==> src/rtl/rc_state_predictor.sv <==
// rc_state_predictor
// -------------------------------------------------------------------------
// Time-multiplexed RC-branch state predictor for the EKF prediction stage.
// For every branch k it computes
//     x_p[k] = sat(a[k]*x[k] + b[k]*i_b)
// with a single shared multiplier pair, one branch every two cycles
// (MUL cycle: products registered, ADD cycle: align/sum/clamp/write back).
//
// Ports
//   clk    in   rising-edge clock
//   n_rst  in   asynchronous reset, active-high (1 = in reset)
//   start  in   run request, only looked at while idle
//   i_b    in   battery current, signed Q(INT_I.FLT_I)
//   x_in   in   previous RC states, branch k at [k*DW +: DW]
//   a_in   in   per-branch decay coefficient, same packing
//   b_in   in   per-branch input gain, same packing
//   busy   out  registered; high for the 2*N_CH+1 cycles of a run
//   done   out  registered one-cycle pulse; x_p and sat are valid
//   x_p    out  predicted states, registered, same packing as x_in
//   sat    out  per-branch saturation flags of the last run
//
// Optional feature
//   RC_PRED_ROUND_EN : when defined, half an output LSB is added before the
//                      final right shift (round-half-up); saturation is then
//                      evaluated on the rounded value. Undefined: plain
//                      truncation toward -inf, no rounding adder.
// -------------------------------------------------------------------------
module rc_state_predictor #(
  parameter int N_CH  = 2,
  parameter int DW    = 24,
  parameter int DW_I  = 5,
  parameter int INT_I = 4
) (
  input  logic                 clk,
  input  logic                 n_rst,
  input  logic                 start,
  input  logic [DW_I-1:0]      i_b,
  input  logic [N_CH*DW-1:0]   x_in,
  input  logic [N_CH*DW-1:0]   a_in,
  input  logic [N_CH*DW-1:0]   b_in,
  output logic                 busy,
  output logic                 done,
  output logic [N_CH*DW-1:0]   x_p,
  output logic [N_CH-1:0]      sat
);

  localparam int FLT_I = DW_I - 1 - INT_I;
  localparam int PAW   = 2 * DW;          // a*x product width
  localparam int PBW   = DW + DW_I;       // b*i_b product width
  localparam int SW    = 2 * DW + DW_I;   // accumulation width
  localparam int SH_B  = DW - 1 - FLT_I;  // aligns pb to pa's fraction point
  localparam int CW    = (N_CH > 1) ? $clog2(N_CH) : 1;

  typedef enum logic [1:0] {
    IDLE = 2'd0,
    MUL  = 2'd1,
    ADD  = 2'd2,
    DONE = 2'd3
  } state_t;

  state_t              state_r, state_nx;
  logic [CW-1:0]       ch_r;
  logic [DW_I-1:0]     ib_r;
  logic [N_CH*DW-1:0]  x_r, a_r, b_r;
  logic [PAW-1:0]      pa_r;
  logic [PBW-1:0]      pb_r;

  logic [DW-1:0]       a_sel_s, x_sel_s, b_sel_s;
  logic [PAW-1:0]      pa_s;
  logic [PBW-1:0]      pb_s;
  logic [SW-1:0]       sum_s, sum_rnd_s;
  logic signed [SW-1:0] sh_s;
  logic [DW:0]         clamp_s;           // {sat flag, clamped value}
  logic                last_ch_s;

  // Clamp a wide signed value to DW bits; MSB of the result is the sat flag.
  function automatic logic [DW:0] clamp_fn(input logic signed [SW-1:0] v);
    logic [SW-DW:0] top;
    top = v[SW-1:DW-1];
    // In range when every bit above the DW-bit sign position matches it.
    if (top == {(SW-DW+1){1'b0}} || top == {(SW-DW+1){1'b1}}) begin
      return {1'b0, v[DW-1:0]};
    end else if (v[SW-1]) begin
      return {1'b1, 1'b1, {(DW-1){1'b0}}};
    end else begin
      return {1'b1, 1'b0, {(DW-1){1'b1}}};
    end
  endfunction

  // Operand mux for the branch currently being processed.
  assign a_sel_s = a_r[int'(ch_r)*DW +: DW];
  assign x_sel_s = x_r[int'(ch_r)*DW +: DW];
  assign b_sel_s = b_r[int'(ch_r)*DW +: DW];

  // Operands are sign-extended to the product width so an unsigned multiply
  // truncated to that width yields the exact two's-complement product.
  assign pa_s = {{DW{a_sel_s[DW-1]}}, a_sel_s} * {{DW{x_sel_s[DW-1]}}, x_sel_s};
  assign pb_s = {{DW_I{b_sel_s[DW-1]}}, b_sel_s} * {{DW{ib_r[DW_I-1]}}, ib_r};

  assign sum_s = {{(SW-PAW){pa_r[PAW-1]}}, pa_r}
               + ({{(SW-PBW){pb_r[PBW-1]}}, pb_r} << SH_B);

`ifdef RC_PRED_ROUND_EN
  assign sum_rnd_s = sum_s + ({{(SW-1){1'b0}}, 1'b1} << (DW-2));
`else
  assign sum_rnd_s = sum_s;
`endif

  assign sh_s      = $signed(sum_rnd_s) >>> (DW-1);
  assign clamp_s   = clamp_fn(sh_s);
  assign last_ch_s = (ch_r == CW'(N_CH-1));

  // FSM state register.
  always_ff @(posedge clk or posedge n_rst) begin
    if (n_rst) begin
      state_r <= IDLE;
    end else begin
      state_r <= state_nx;
    end
  end

  // FSM next-state logic.
  always_comb begin
    state_nx = state_r;
    case (state_r)
      IDLE: begin
        if (start) begin
          state_nx = MUL;
        end else begin
          state_nx = IDLE;
        end
      end
      MUL: state_nx = ADD;
      ADD: begin
        if (last_ch_s) begin
          state_nx = DONE;
        end else begin
          state_nx = MUL;
        end
      end
      DONE:    state_nx = IDLE;
      default: state_nx = IDLE;
    endcase
  end

  // Operand capture, product registers, branch counter and result write-back.
  always_ff @(posedge clk or posedge n_rst) begin
    if (n_rst) begin
      ch_r <= {CW{1'b0}};
      ib_r <= {DW_I{1'b0}};
      x_r  <= {(N_CH*DW){1'b0}};
      a_r  <= {(N_CH*DW){1'b0}};
      b_r  <= {(N_CH*DW){1'b0}};
      pa_r <= {PAW{1'b0}};
      pb_r <= {PBW{1'b0}};
      x_p  <= {(N_CH*DW){1'b0}};
      sat  <= {N_CH{1'b0}};
    end else begin
      case (state_r)
        IDLE: begin
          if (start) begin
            ib_r <= i_b;
            x_r  <= x_in;
            a_r  <= a_in;
            b_r  <= b_in;
            ch_r <= {CW{1'b0}};
            sat  <= {N_CH{1'b0}};
          end
        end
        MUL: begin
          pa_r <= pa_s;
          pb_r <= pb_s;
        end
        ADD: begin
          x_p[int'(ch_r)*DW +: DW] <= clamp_s[DW-1:0];
          sat[ch_r]                <= clamp_s[DW];
          if (!last_ch_s) begin
            ch_r <= ch_r + CW'(1'b1);
          end
        end
        DONE: begin
        end
        default: begin
        end
      endcase
    end
  end

  // Registered status outputs; done lands in the cycle after the DONE state.
  always_ff @(posedge clk or posedge n_rst) begin
    if (n_rst) begin
      busy <= 1'b0;
      done <= 1'b0;
    end else begin
      busy <= (state_r != IDLE);
      done <= (state_r == DONE);
    end
  end

endmodule

==> config.mk <==
export PLATFORM = sky130hd
export DESIGN_NAME = rc_state_predictor
export DESIGN_NICKNAME = d
export VERILOG_FILES = /design/src/rtl/rc_state_predictor.sv
export SDC_FILE = /design/constraint.sdc
export NUM_CORES = 2
export LEC_CHECK = 0
export CORE_ASPECT_RATIO = 1.75
export CORE_MARGIN = 4
export CORE_UTILIZATION = 63
export DETAILED_ROUTE_END_ITERATION = 6
export GPL_TIMING_DRIVEN = 0
export MAX_ROUTING_LAYER = met4
export PLACE_DENSITY = 0.81
export SKIP_CTS_REPAIR_TIMING = 1
export SYNTH_ARGS = -nofsm -noshare
export SYNTH_HDL_FRONTEND = slang
export SYNTH_SLANG_ARGS = --single-unit
==> constraint.sdc <==
create_clock -name clk -period 10.2 [get_ports clk]
set_clock_uncertainty 0.05 [all_clocks]
set_input_delay 2.04 -clock clk [delete_from_list [all_inputs] [get_ports clk]]
set_output_delay 2.04 -clock clk [all_outputs]
set_load 0.01 [all_outputs]
; ---- After elaboration in Yosys (flattened, before gate mapping)
; Index checks and enable logic that the tools add are counted.
[word_totals]
reg_bits = 281
memories = 0
ram_bits = 0
wordCells = 52
input_bits = 152
out_inout_bits = 52
romBits = 0
latch_bits = 0
[op_classes]
n_mux = 14
div = 0
mul = 3
shift = 5
addsub = 3
reduce_logical = 8
bitwise = 0
n_eq_ne = 5
magnitude_cmp = 2
[op_table]
columns = operator, count
row1 = $shiftx A48 B7 Y24, 3
row2 = $add A48 B52 Y53, 1
row3 = $bwmux W48, 1
row4 = $mul A24 B24 Y48, 1
row5 = $shift A24 B33 Y48 const A, 1
row6 = $shiftx A24 B33 Y48, 1
row7 = $neg A6 Y33, 1
row8 = $eq A30 B30 Y1 const B, 1
row9 = $logic_not A30 Y1, 1
row10 = $mul A24 B5 Y29, 1
row11 = $mux W25, 1
row12 = $mux W24, 1
row13 = $pmux W2 S4, 1
row14 = $eq A2 B2 Y1 const B, 2
row15 = $mux W1, 4
row16 = $mux W2, 2
row17 = $pmux W2 S2, 1
row18 = $reduce_and A2 Y1, 2
row19 = $reduce_bool A2 Y1, 2
row20 = $mul A1 B2 Y3 const B, 1
row21 = $bwmux W2, 1
row22 = $eq A2 B1 Y1 const B, 1
row23 = $logic_not A2 Y1, 1
row24 = $lt A1 B2 Y1 const B, 1
row25 = 7 further kinds, 7

; ---- Depth between registers and ports, before layout
[logic_depth]
depth_word = 6
ltp_mapped = 31
ltp_nobuf = 27

; ---- Least setup slack after synthesis
; OpenSTA, ideal clock, no wires.
[synth_timing]
path_kind = reg-to-reg
start = reg ch_r
end = reg pa_r[47]
period_less_slack_ns = 9.048
n_path_buf = 4
arrival_ns = 8.915
t_required_ns = 10.067
setup_time_ns = 0.083
slack_ns = 1.152
path_stages_with_launch = 29
cell_sequence = dfrtp_1 -> buf_2 -> buf_1 -> clkbuf_1 -> mux2i_1 -> clkbuf_1 -> nor2_1 -> fa_1 -> inv_1 -> fa_1 -> inv_1 -> fa_1 -> inv_1 -> fa_1 -> fa_1 -> fa_1 -> fa_1 -> inv_1 -> ha_1 -> a21o_1 -> a21oi_1 -> nor2b_1 -> o41ai_1 -> o21ai_0 -> a21o_1 -> a2111oi_0 -> o41ai_1 -> xnor2_1 -> o21ai_0
[synth_via]
elab_chain_cells = 3
elab_cells_between_ends = 4
classes_between = 2 x mul / 2 x shift
[synth_lines]
columns = item, line
row1 = from (decl), 62  ; logic [CW-1:0] ch_r;
row2 = from (signal assigned), 149  ; ch_r <= {CW{1'b0}};
row3 = from (signal assigned), 166  ; ch_r <= {CW{1'b0}};
row4 = from (signal assigned), 178  ; ch_r <= ch_r + CW'(1'b1);
row5 = $mul A1 B2 Y3 *, "91, 92"
row6 = "$shiftx A48 B7 Y24, on equally long branches", "91, 92"
row7 = $mul A24 B24 Y48 *, 97  ; assign pa_s = {{DW{a_sel_s[DW-1]}}, a_sel_s} * {{DW{x_sel_s[DW-1]}}, x_sel_s};
row8 = to (signal assigned), 154  ; pa_r <= {PAW{1'b0}};
row9 = to (signal assigned), 171  ; pa_r <= pa_s;
row10 = to (decl), 65  ; logic [PAW-1:0] pa_r;
; Every way passes the cells marked *; elsewhere a longest branch is shown, timed or not.
; A chain may end at the register's enable or synchronous reset.

; ---- Worst setup path after layout
; Same ends and word-level chain as after synthesis.

==> results_dict.tcl <==
set metrics [dict create \
    status "completed" \
    critPathLaunchType "flip-flop" \
    clockBufferDepth 3 \
    yosys.area.top_type_share_pct 37.8 \
    ys.flop_type "dfrtp_1" \
    ys_ff_latch 258 \
    io_pins 204 \
    grt_overflow 0 \
    routed.top_layer "met4" \
    hpwl_um 103000 \
    grt_pass1_vias 31800 \
    synthArstFlopShare_pct 100 \
    hold_depth 2 \
    r2r_cells 27 \
    yosysUniqueCellTypes 74 \
    dp.cells 4632 \
    cp.required_ns 10.55 \
    vias_per_cell 5.90 \
    synth_fa_ha_area_share_pct 45.1 \
    finalHoldViolCount 0 \
    fp-row-count 115 \
    dr.pass1.iters 7 \
    relSlewSlack_pct 11.9 \
    met1Wirelength_um 35500 \
    grt_pass1_wl_um 187000 \
    timing.final.crit_share_pct 99.0 \
    synthSimpleGateAreaFrac_pct 11.1 \
    vias 27600 \
    core_area_um2 56500 \
    drt_wl_total_um 122000 \
    fin_util_pct 71.2 \
    synth_compound_area_share_pct 6.56 \
    clock-root-buffer "clkbuf_16" \
    finalCriticalPeriod_ns 10.09 \
    drc 0 \
    dp_slack_ns -2.41 \
    place.gp.congestion 1.10 \
    drt_iter0_drc 1519 \
    synth_top_family_by_area "adder cells" \
    clock-sinks 258 \
    r2r_slack_ns 0.11 \
    layout_setup_ws_ns 0.106 \
    synth.avg_cell_area_um2 9.86 \
    cts_made_buffers 25 \
    die_h_um 325 \
    syn2layout_area_growth_pct 11.6 \
    die_x_um 189 \
    synth_xor_area_share_pct 2.11 \
    worstSetupPathType "flip-flop to flip-flop" \
    synth_area_um2 36100 \
    fin_cells 4682 \
    cp.arrival_ns 10.45 \
    crit_path_max_fanout 10 \
    insertion_delay_ns 0.60 \
    wl_met2_um 63300 \
    wl_per_cell_um 26.1 \
    worstMarginPinSlew_ns 1.28 \
    grt_max_degree 111 \
    synth_warnings 0 \
    fin_nets 4946 \
    yosysTopAreaCell "fa_1" \
    timing.fmax_ghz 0.0991 \
    synth_commonest_cells "712 x inv_1, 681 x fa_1, 440 x nand2_1, 324 x nor2_1, 258 x dfrtp_1" \
    synth_area_leaders "fa_1 38%, dfrtp_1 18%, inv_1 7.4%" \
    synth_most_common_cell "inv_1" \
    synthMuxAreaShare_pct 8.10 \
    clkTransAtPathRegs_ns 0.07 \
    cp-end-kind "flip-flop" \
    hold_class "flip-flop to flip-flop" \
    syn_inst 3662 \
    yosysSeqAreaShare_pct 17.9 \
    synth_nets 4707 \
    io_buffer_count 203 \
    antenna_found_initial 2 \
    grt_usage_pct 42.3 \
    drive_above_1_share_pct 9.82 \
    maxSlewViolCount 0 \
    die_area_um2 61300 \
    synth_edf_count 0 \
    max_cap_viol_count 0 \
    initial_core_util_pct 63.8 \
    setup_tns_ns 0 \
    htreeDepth 1 \
    ant_nets 0 \
    cts_tree "built" \
    finalSetupViolCount 0 \
    routed-wl-met3_um 6510 \
]
cell usage in the layout (no fill, tap or decap), types with 33 or more instances in the layout:
master             n
dfrtp_1          258
and2_1            48
o21ai_0           78
ha_1             212
clkbuf_1         121
fa_1             679
or2_2             33
clkdlybuf4s50_1  203
a21oi_1           82
xnor2_1           50
nor2_1           324
nand2_1          440
inv_1            711
xor2_1            36
a21o_1            44
mux2_2           214
sequential cells by signal, indices dropped and copies added, names as in the netlist:
signal   flops
done         1
b_r         48
sat          2
pb_r        29
a_r         48
pa_r        25
busy         1
x_r         48
ch_r         1
state_r      2
x_p         48
ib_r         5
metrics by stage:
stage / hold slack, ns / area (um^2)
floorplan: 0.403 / 36100
global placement: 0.415 / 39100
detailed placement: 0.414 / 39200
CTS: 0.432 / 40100
global route: 0.463 / 40300
finish: 0.433 / 40300
per-layer routing:
metal / GRT usage, % / up-vias
li1: - / 11800
met1: 38.1 / 14100
met2: 73.6 / 1142
met3: 6.44 / 663
met4: 40.9 / 0
met5: - / -
worst paths after layout:
| path | startpoint | to |
|---|---|---|
| setup / recovery | ch_r | pa_r[47] |
| setup reg to reg | ch_r | pa_r[47] |
| max in group asynchronous | n_rst | pb_r[1] |
| min in group asynchronous | n_rst | b_r[6] |
| hold reg to reg | pb_r[22] | pb_r[22] |
| hold / removal | pb_r[22] | pb_r[22] |
cells by family after synthesis:
family,count (synthesis)
simple gates,946
fa+ha+maj,893
buf+inv,867
compound gates,347
mux,264
flops,258
xor+xnor,87
worst max-delay path, cell delays in order, from the launching register on:
cell and delay, ns:
dfrtp_1 0.38, clkbuf_4 0.34, clkbuf_2 0.40, clkbuf_1 0.76
mux2i_1 1.12, nor2_1 0.13, fa_1 0.45, fa_1 0.50
inv_1 0.05, fa_1 0.49, inv_1 0.06, fa_1 0.47
ha_1 0.31, fa_1 0.49, inv_1 0.06, fa_1 0.48
inv_1 0.07, ha_1 0.32, nand2_1 0.06, o21ai_0 0.55
a211o_1 0.18, o221a_2 0.43, a21oi_2 0.21, o21ai_2 0.46
a2111oi_2 0.17, o41ai_1 0.45, xnor2_1 0.29, o21ai_0 0.15
final cells by class:
| cell class | instances | area (um^2) |
|---|---|---|
| Tap cell | 760 | 951 |
| Antenna cell | 2 | 5.00 |
| Fill cell | 4307 | 16300 |
| Buffer | 155 | 649 |
| Timing Repair Buffer | 212 | 2160 |
| Sequential cell | 258 | 6460 |
| Multi-Input combinational cell | 2537 | 26500 |
| Clock inverter | 15 | 196 |
| Clock buffer | 31 | 658 |
| Inverter | 712 | 2680 |
Power is left out: the tool's default activity adds up to more than one toggle a clock period on the data nets, which glitch-free logic cannot reach.
